$ cat src/rtl/gray_pipe_pkg.sv
// gray_pipe_pkg: shared definitions for the GrayCounter method-to-pipe path.
//   PIPE_W / HDR_W / PAYLOAD_W : message geometry (16-bit header + 128-bit payload)
//   MID_*                      : method ids carried in header[7:0]
//   hdr_t                      : header layout {len[7:0], mid[7:0]}
package gray_pipe_pkg;
  localparam int PIPE_W    = 144;
  localparam int HDR_W     = 16;
  localparam int PAYLOAD_W = 128;

  // Ids 2 and 4 belong to readGray/readBin, which travel the other direction.
  localparam logic [7:0] MID_INCREMENT = 8'd0;
  localparam logic [7:0] MID_DECREMENT = 8'd1;
  localparam logic [7:0] MID_READGRAY  = 8'd2;
  localparam logic [7:0] MID_WRITEGRAY = 8'd3;
  localparam logic [7:0] MID_READBIN   = 8'd4;
  localparam logic [7:0] MID_WRITEBIN  = 8'd5;

  typedef struct packed {
    logic [7:0] len;  // payload length in 32-bit words
    logic [7:0] mid;  // method id
  } hdr_t;
endpackage

$ cat src/rtl/m2p_fifo.sv
// m2p_fifo: generic synchronous FIFO with simultaneous push/pop.
//   CLK, nRST (sync, active-low) ; push_i/wdata_i write side ;
//   pop_i/rdata_o read side (rdata_o = head entry, stable until popped) ;
//   full_o / empty_o derived from the internal occupancy count.
// Push while full and pop while empty are ignored.
module m2p_fifo #(
  parameter int DATA_W = 144,
  parameter int DEPTH  = 4
) (
  input  logic              CLK,
  input  logic              nRST,
  input  logic              push_i,
  input  logic [DATA_W-1:0] wdata_i,
  input  logic              pop_i,
  output logic [DATA_W-1:0] rdata_o,
  output logic              full_o,
  output logic              empty_o
);
  localparam int PTR_W = (DEPTH > 1) ? $clog2(DEPTH) : 1;
  localparam int CNT_W = PTR_W + 1;

  logic [DEPTH-1:0][DATA_W-1:0] mem_q;
  logic [PTR_W-1:0]             wr_ptr_q, rd_ptr_q;
  logic [CNT_W-1:0]             cnt_q, cnt_d;
  logic                         push_ok, pop_ok;

  assign full_o  = (cnt_q == CNT_W'(DEPTH));
  assign empty_o = (cnt_q == '0);
  assign push_ok = push_i && !full_o;
  assign pop_ok  = pop_i && !empty_o;
  assign rdata_o = mem_q[rd_ptr_q];

  always_comb begin
    cnt_d = cnt_q;
    case ({push_ok, pop_ok})
      2'b10:   cnt_d = cnt_q + CNT_W'(1);
      2'b01:   cnt_d = cnt_q - CNT_W'(1);
      default: cnt_d = cnt_q;  // idle, or push+pop cancel out
    endcase
  end

  // DEPTH is a power of two, so pointers wrap by natural overflow.
  always_ff @(posedge CLK) begin
    if (!nRST) begin
      wr_ptr_q <= '0;
      rd_ptr_q <= '0;
      cnt_q    <= '0;
    end else begin
      if (push_ok) wr_ptr_q <= wr_ptr_q + PTR_W'(1);
      if (pop_ok)  rd_ptr_q <= rd_ptr_q + PTR_W'(1);
      cnt_q <= cnt_d;
    end
  end

  // Storage needs no reset: count gates every read of it.
  always_ff @(posedge CLK) begin
    if (push_ok) mem_q[wr_ptr_q] <= wdata_i;
  end
endmodule

$ cat src/rtl/gray_counter_m2p.sv
// gray_counter_m2p: marshals GrayCounter method calls into 144-bit pipe messages.
//   method_increment / decrement / writeGray / writeBin : __ENA in, __RDY out,
//     _v value in for the writes
//   pipe_enq__ENA / pipe_enq_v out, pipe_enq__RDY in : request pipe
//   err_multi : sticky, set when more than one method ENA is seen in a cycle
// Build option: define M2P_SEQNUM_EN to stamp an 8-bit sequence number into
// payload[127:120] of every enqueued message.
module gray_counter_m2p
  import gray_pipe_pkg::*;
#(
  parameter int width = 4,
  parameter int DEPTH = 4
) (
  input  logic              CLK,
  input  logic              nRST,
  input  logic              method_increment__ENA,
  output logic              method_increment__RDY,
  input  logic              method_decrement__ENA,
  output logic              method_decrement__RDY,
  input  logic              method_writeGray__ENA,
  input  logic [width-1:0]  method_writeGray_v,
  output logic              method_writeGray__RDY,
  input  logic              method_writeBin__ENA,
  input  logic [width-1:0]  method_writeBin_v,
  output logic              method_writeBin__RDY,
  output logic              pipe_enq__ENA,
  output logic [PIPE_W-1:0] pipe_enq_v,
  input  logic              pipe_enq__RDY,
  output logic              err_multi
);
  logic                 fifo_full, fifo_empty;
  logic                 rdy, push, multi;
  logic [3:0]           ena;
  hdr_t                 hdr;
  logic [PAYLOAD_W-1:0] payload;
  logic                 err_multi_q;

  // RDY depends only on registered FIFO state, never on an ENA.
  assign rdy = !fifo_full;
  assign method_increment__RDY = rdy;
  assign method_decrement__RDY = rdy;
  assign method_writeGray__RDY = rdy;
  assign method_writeBin__RDY  = rdy;

  assign ena   = {method_writeBin__ENA, method_writeGray__ENA,
                  method_decrement__ENA, method_increment__ENA};
  assign multi = (ena & (ena - 4'd1)) != 4'd0;  // more than one bit set
  assign push  = (ena != 4'd0) && rdy;

`ifdef M2P_SEQNUM_EN
  logic [7:0] seq_q;
  always_ff @(posedge CLK) begin
    if (!nRST)     seq_q <= 8'd0;
    else if (push) seq_q <= seq_q + 8'd1;  // one step per enqueued call only
  end
`endif

  // Priority: writeBin > writeGray > decrement > increment.
  always_comb begin
    hdr     = '0;
    payload = '0;
    if (method_writeBin__ENA) begin
      hdr.mid = MID_WRITEBIN;
      hdr.len = 8'd1;
      payload[width-1:0] = method_writeBin_v;
    end else if (method_writeGray__ENA) begin
      hdr.mid = MID_WRITEGRAY;
      hdr.len = 8'd1;
      payload[width-1:0] = method_writeGray_v;
    end else if (method_decrement__ENA) begin
      hdr.mid = MID_DECREMENT;
    end else begin
      hdr.mid = MID_INCREMENT;
    end
`ifdef M2P_SEQNUM_EN
    payload[PAYLOAD_W-1:PAYLOAD_W-8] = seq_q;
`endif
  end

  always_ff @(posedge CLK) begin
    if (!nRST)      err_multi_q <= 1'b0;
    else if (multi) err_multi_q <= 1'b1;
  end
  assign err_multi = err_multi_q;

  assign pipe_enq__ENA = !fifo_empty && pipe_enq__RDY;

  m2p_fifo #(.DATA_W(PIPE_W), .DEPTH(DEPTH)) u_fifo (
    .CLK     (CLK),
    .nRST    (nRST),
    .push_i  (push),
    .wdata_i ({hdr, payload}),
    .pop_i   (pipe_enq__ENA),
    .rdata_o (pipe_enq_v),
    .full_o  (fifo_full),
    .empty_o (fifo_empty)
  );
endmodule

$ cat config.mk
export PLATFORM = sky130hd
export DESIGN_NAME = gray_counter_m2p
export DESIGN_NICKNAME = d
export VERILOG_FILES = /design/src/rtl/gray_pipe_pkg.sv /design/src/rtl/m2p_fifo.sv /design/src/rtl/gray_counter_m2p.sv
export SDC_FILE = /design/constraint.sdc
export NUM_CORES = 1
export LEC_CHECK = 0
export CELL_PAD_IN_SITES_DETAIL_PLACEMENT = 0
export CELL_PAD_IN_SITES_GLOBAL_PLACEMENT = 1
export CORE_MARGIN = 10
export CORE_UTILIZATION = 30
export DETAILED_ROUTE_END_ITERATION = 10
export PLACE_DENSITY_LB_ADDON = 0.1
export REMOVE_ABC_BUFFERS = 1
export SLEW_MARGIN = 20
export SYNTH_ARGS = -nofsm -noshare
export SYNTH_HDL_FRONTEND = slang
export SYNTH_SLANG_ARGS = --single-unit
$ cat constraint.sdc
create_clock -name CLK -period 4.4 [get_ports CLK]
set_input_delay 0.44 -clock CLK [delete_from_list [all_inputs] [get_ports CLK]]
set_output_delay 0.44 -clock CLK [all_outputs]
set_load 0.01 [all_outputs]
==> metrics.yaml <==
clock_network:
  cts_max_level: 2
  cts_tree: "done"
  post_cts_buffers: 0
  clockBufferDepth: 2
  clkSlewWorstSetupHoldPaths_ns: 0.08
  numCtsBuffers: 5
  cts_sinks: 40
  holdBufCountCts: 0
  root_buffer: "clkbuf_8"
  cts_resized: 0
  insertion_delay_ns: 0.29
synthesis:
  netlist_instances: 246
  yosys_register_bits: 40
  synth_area_sq_um: 2760
  synth-main-ff-cell: "edfxtp_1"
  synthMostInstantiatedCell: "buf_4"
  yosysUniqueCellTypes: 29
  ys_seq_area_frac: 0.407
  synth_common_cells: "buf_4 (140), edfxtp_1 (32), dfxtp_1 (8), mux4_2 (8), nand2_1 (8)"
  yosys-top-cells-area: "buf_4 (38%), edfxtp_1 (35%), mux4_2 (6.5%)"
  synth_top_cell_by_area: "buf_4"
  yosysWarnings: 0
  synth-edff-count: 32
  synth_top_area_frac: 0.381
  synth-async-reset-ratio: 0
  avgSynthCellArea_sq_um: 11.2
finish:
  diodes: 0
  finish.utilization: 0.308
  stdcell_area_sq_um: 2730
  fin_nets: 294
  n_fill_cell: 906
  area_growth_pct: -0.999
  layout-drive-gt1-share: 0.0730
placed_design:
  placed_cell_area_sq_um: 2610
  gp_congestion: 0.699
  port_buffers: 28
  dp.final_hpwl_microns: 4410
detailed_routing:
  post_drt_wl_per_cell_microns: 13.9
  vias: 1275
  drt-initial-drc-count: 25
  drt_pass1_iterations: 4
  ant_nets: 0
  routed_wirelength_microns: 5330
  viasPerCell: 3.34
  drc: 0
floorplan:
  start_util: 0.311
  die_y_microns: 116
  die_x_microns: 116
  core_area_sq_um: 8850
  die_area_sq_um: 13400
  io_pins: 165
  rows: 34
critical_path:
  start_kind: "input port"
  crit_arrival_ns: 2.89
  crit_path_end_kind: "flip-flop"
  cp_max_fo: 15
  critPathKind: "input port to flip-flop"
  required_ns: 4.62
run_status:
  status: "complete, no violations"
pwr:
  peakVddDrop_uv: 139
  leakage_nw: 1.17
  p_per_area_nw_per_um2: 464
  power_mw: 1.27
sta:
  final.min_clock_period_ns: 2.67
  rsz0062_at_grt: "false"
  tightest_slew_ns: 0.683
  tns_ns: 0
  clock_skew_ns: 0.00495
  fmax_ghz: 0.375
  setup_viol: 0
  slew_headroom: 0.544
  finalCritPeriodShare: 0.606
  slew_viol_final: 0
  finalHoldViolCount: 0
min_path:
  hp-class: "flip-flop to flip-flop"
global_routing:
  grt_max_degree: 16
  antenna_found_initial: 0
  grt_pass1_wl_microns: 7040
  grt_overflow: 0
  grt_pass1_vias: 1350
  grt_usage: 0.0694
job:
  cap_violations: 0
==> worst max-delay path: stages <==
cell	delay, ns
clkdlybuf4s50_1	0.67
nor4_1	0.34
a21oi_2	0.13
inv_1	0.08
ha_1	0.17
inv_1	0.06
fa_1	0.37
xor2_1	0.16
or3_1	0.30
a21boi_0	0.16
==> through the flow <==
| step | cells | setup slack, ns | hold WS [ns] |
|---|---|---|---|
| 2_1_floorplan | 238 | 2.25 | 0.468 |
| 3_3_place_gp | 374 | 1.50 | 0.448 |
| 3_5_place_dp | 374 | 1.39 | 0.457 |
| 4_1_cts | 382 | 1.68 | 0.478 |
| 5_1_grt | 382 | 1.44 | 0.512 |
| 6_report | 382 | 1.73 | 0.469 |
==> power breakdown <==
group	internal [mW]	switching, mW	leakage (nW)
clock	0.171	0.132	0.0548
sequential	0.495	0.0579	0.363
combinational	0.199	0.211	0.756
total	0.864	0.401	1.17
==> path summary, 6_finish.rpt <==
| check | start | endpoint | slack [ns] | depth (start not counted) |
|---|---|---|---|---|
| worst max-delay path | method_writeBin__ENA | u_fifo.cnt_q[2] | 1.73 | 10 |
| worst min-delay path | err_multi | err_multi | 0.47 | 1 |
| worst max register to register | u_fifo.cnt_q[0] | u_fifo.cnt_q[2] | 2.29 | 9 |
| worst min register to register | err_multi | err_multi | 0.47 | 1 |
==> area by class of cell <==
class / count / area (sq um) / area share
well taps: 108 / 135 / 0.0495
multi-input cells: 192 / 1050 / 0.386
inverters: 6 / 22.5 / 0.00826
clock inverters: 3 / 46.3 / 0.0170
flip-flops and latches: 40 / 1120 / 0.411
clock buffers: 5 / 68.8 / 0.0252
repair buffers: 28 / 280 / 0.103
==> per-layer routing <==
layer  vias up  global-route usage  routed length (microns)
met5         -                   0                        0
met4         0              0.0325                       83
met3         6              0.0196                      496
met2        96               0.122                     2720
met1       579              0.0753                     2020
li1        594                   -                        -
==> kinds of logic after synthesis <==
family	synth area share
and+or+nand+nor	0.0431
buffers and inverters	0.395
muxes	0.0727
other	0.00136
adders and majority gates	0.0300
AOI/OAI and AO/OA	0.0386
DFF	0.407
xor gates and xnor gates	0.0127
==> state kept, by name, summed over array words and instances, names as in the netlist <==
name / flops
err_multi: 1
u_fifo.wr_ptr_q: 2
u_fifo.rd_ptr_q: 2
u_fifo.mem_q: 32
u_fifo.cnt_q: 3
==> placed cells by master (no fill, tap or decap) <==
cell type        instances
a211oi_1                 2
a21boi_0                 1
a21oi_2                  1
a22o_1                   3
and2_1                   7
bufinv_16                1
clkbuf_8                 5
clkdlybuf4s50_1         28
clkinvlp_4               1
conb_1                 136
dfxtp_1                  8
edfxtp_1                32
fa_1                     1
ha_1                     5
inv_1                    6
inv_6                    1
mux2i_1                  2
mux4_2                   8
nand2_1                  8
nor2_1                   2
nor2b_1                  2
nor4_1                   1
o21a_1                   1
o21ai_0                  3
o311ai_2                 1
o31a_2                   1
or2_2                    1
or3_1                    2
xnor2_1                  3
xor2_1                   1
No activity file was read; power rests on OpenSTA's default activity.
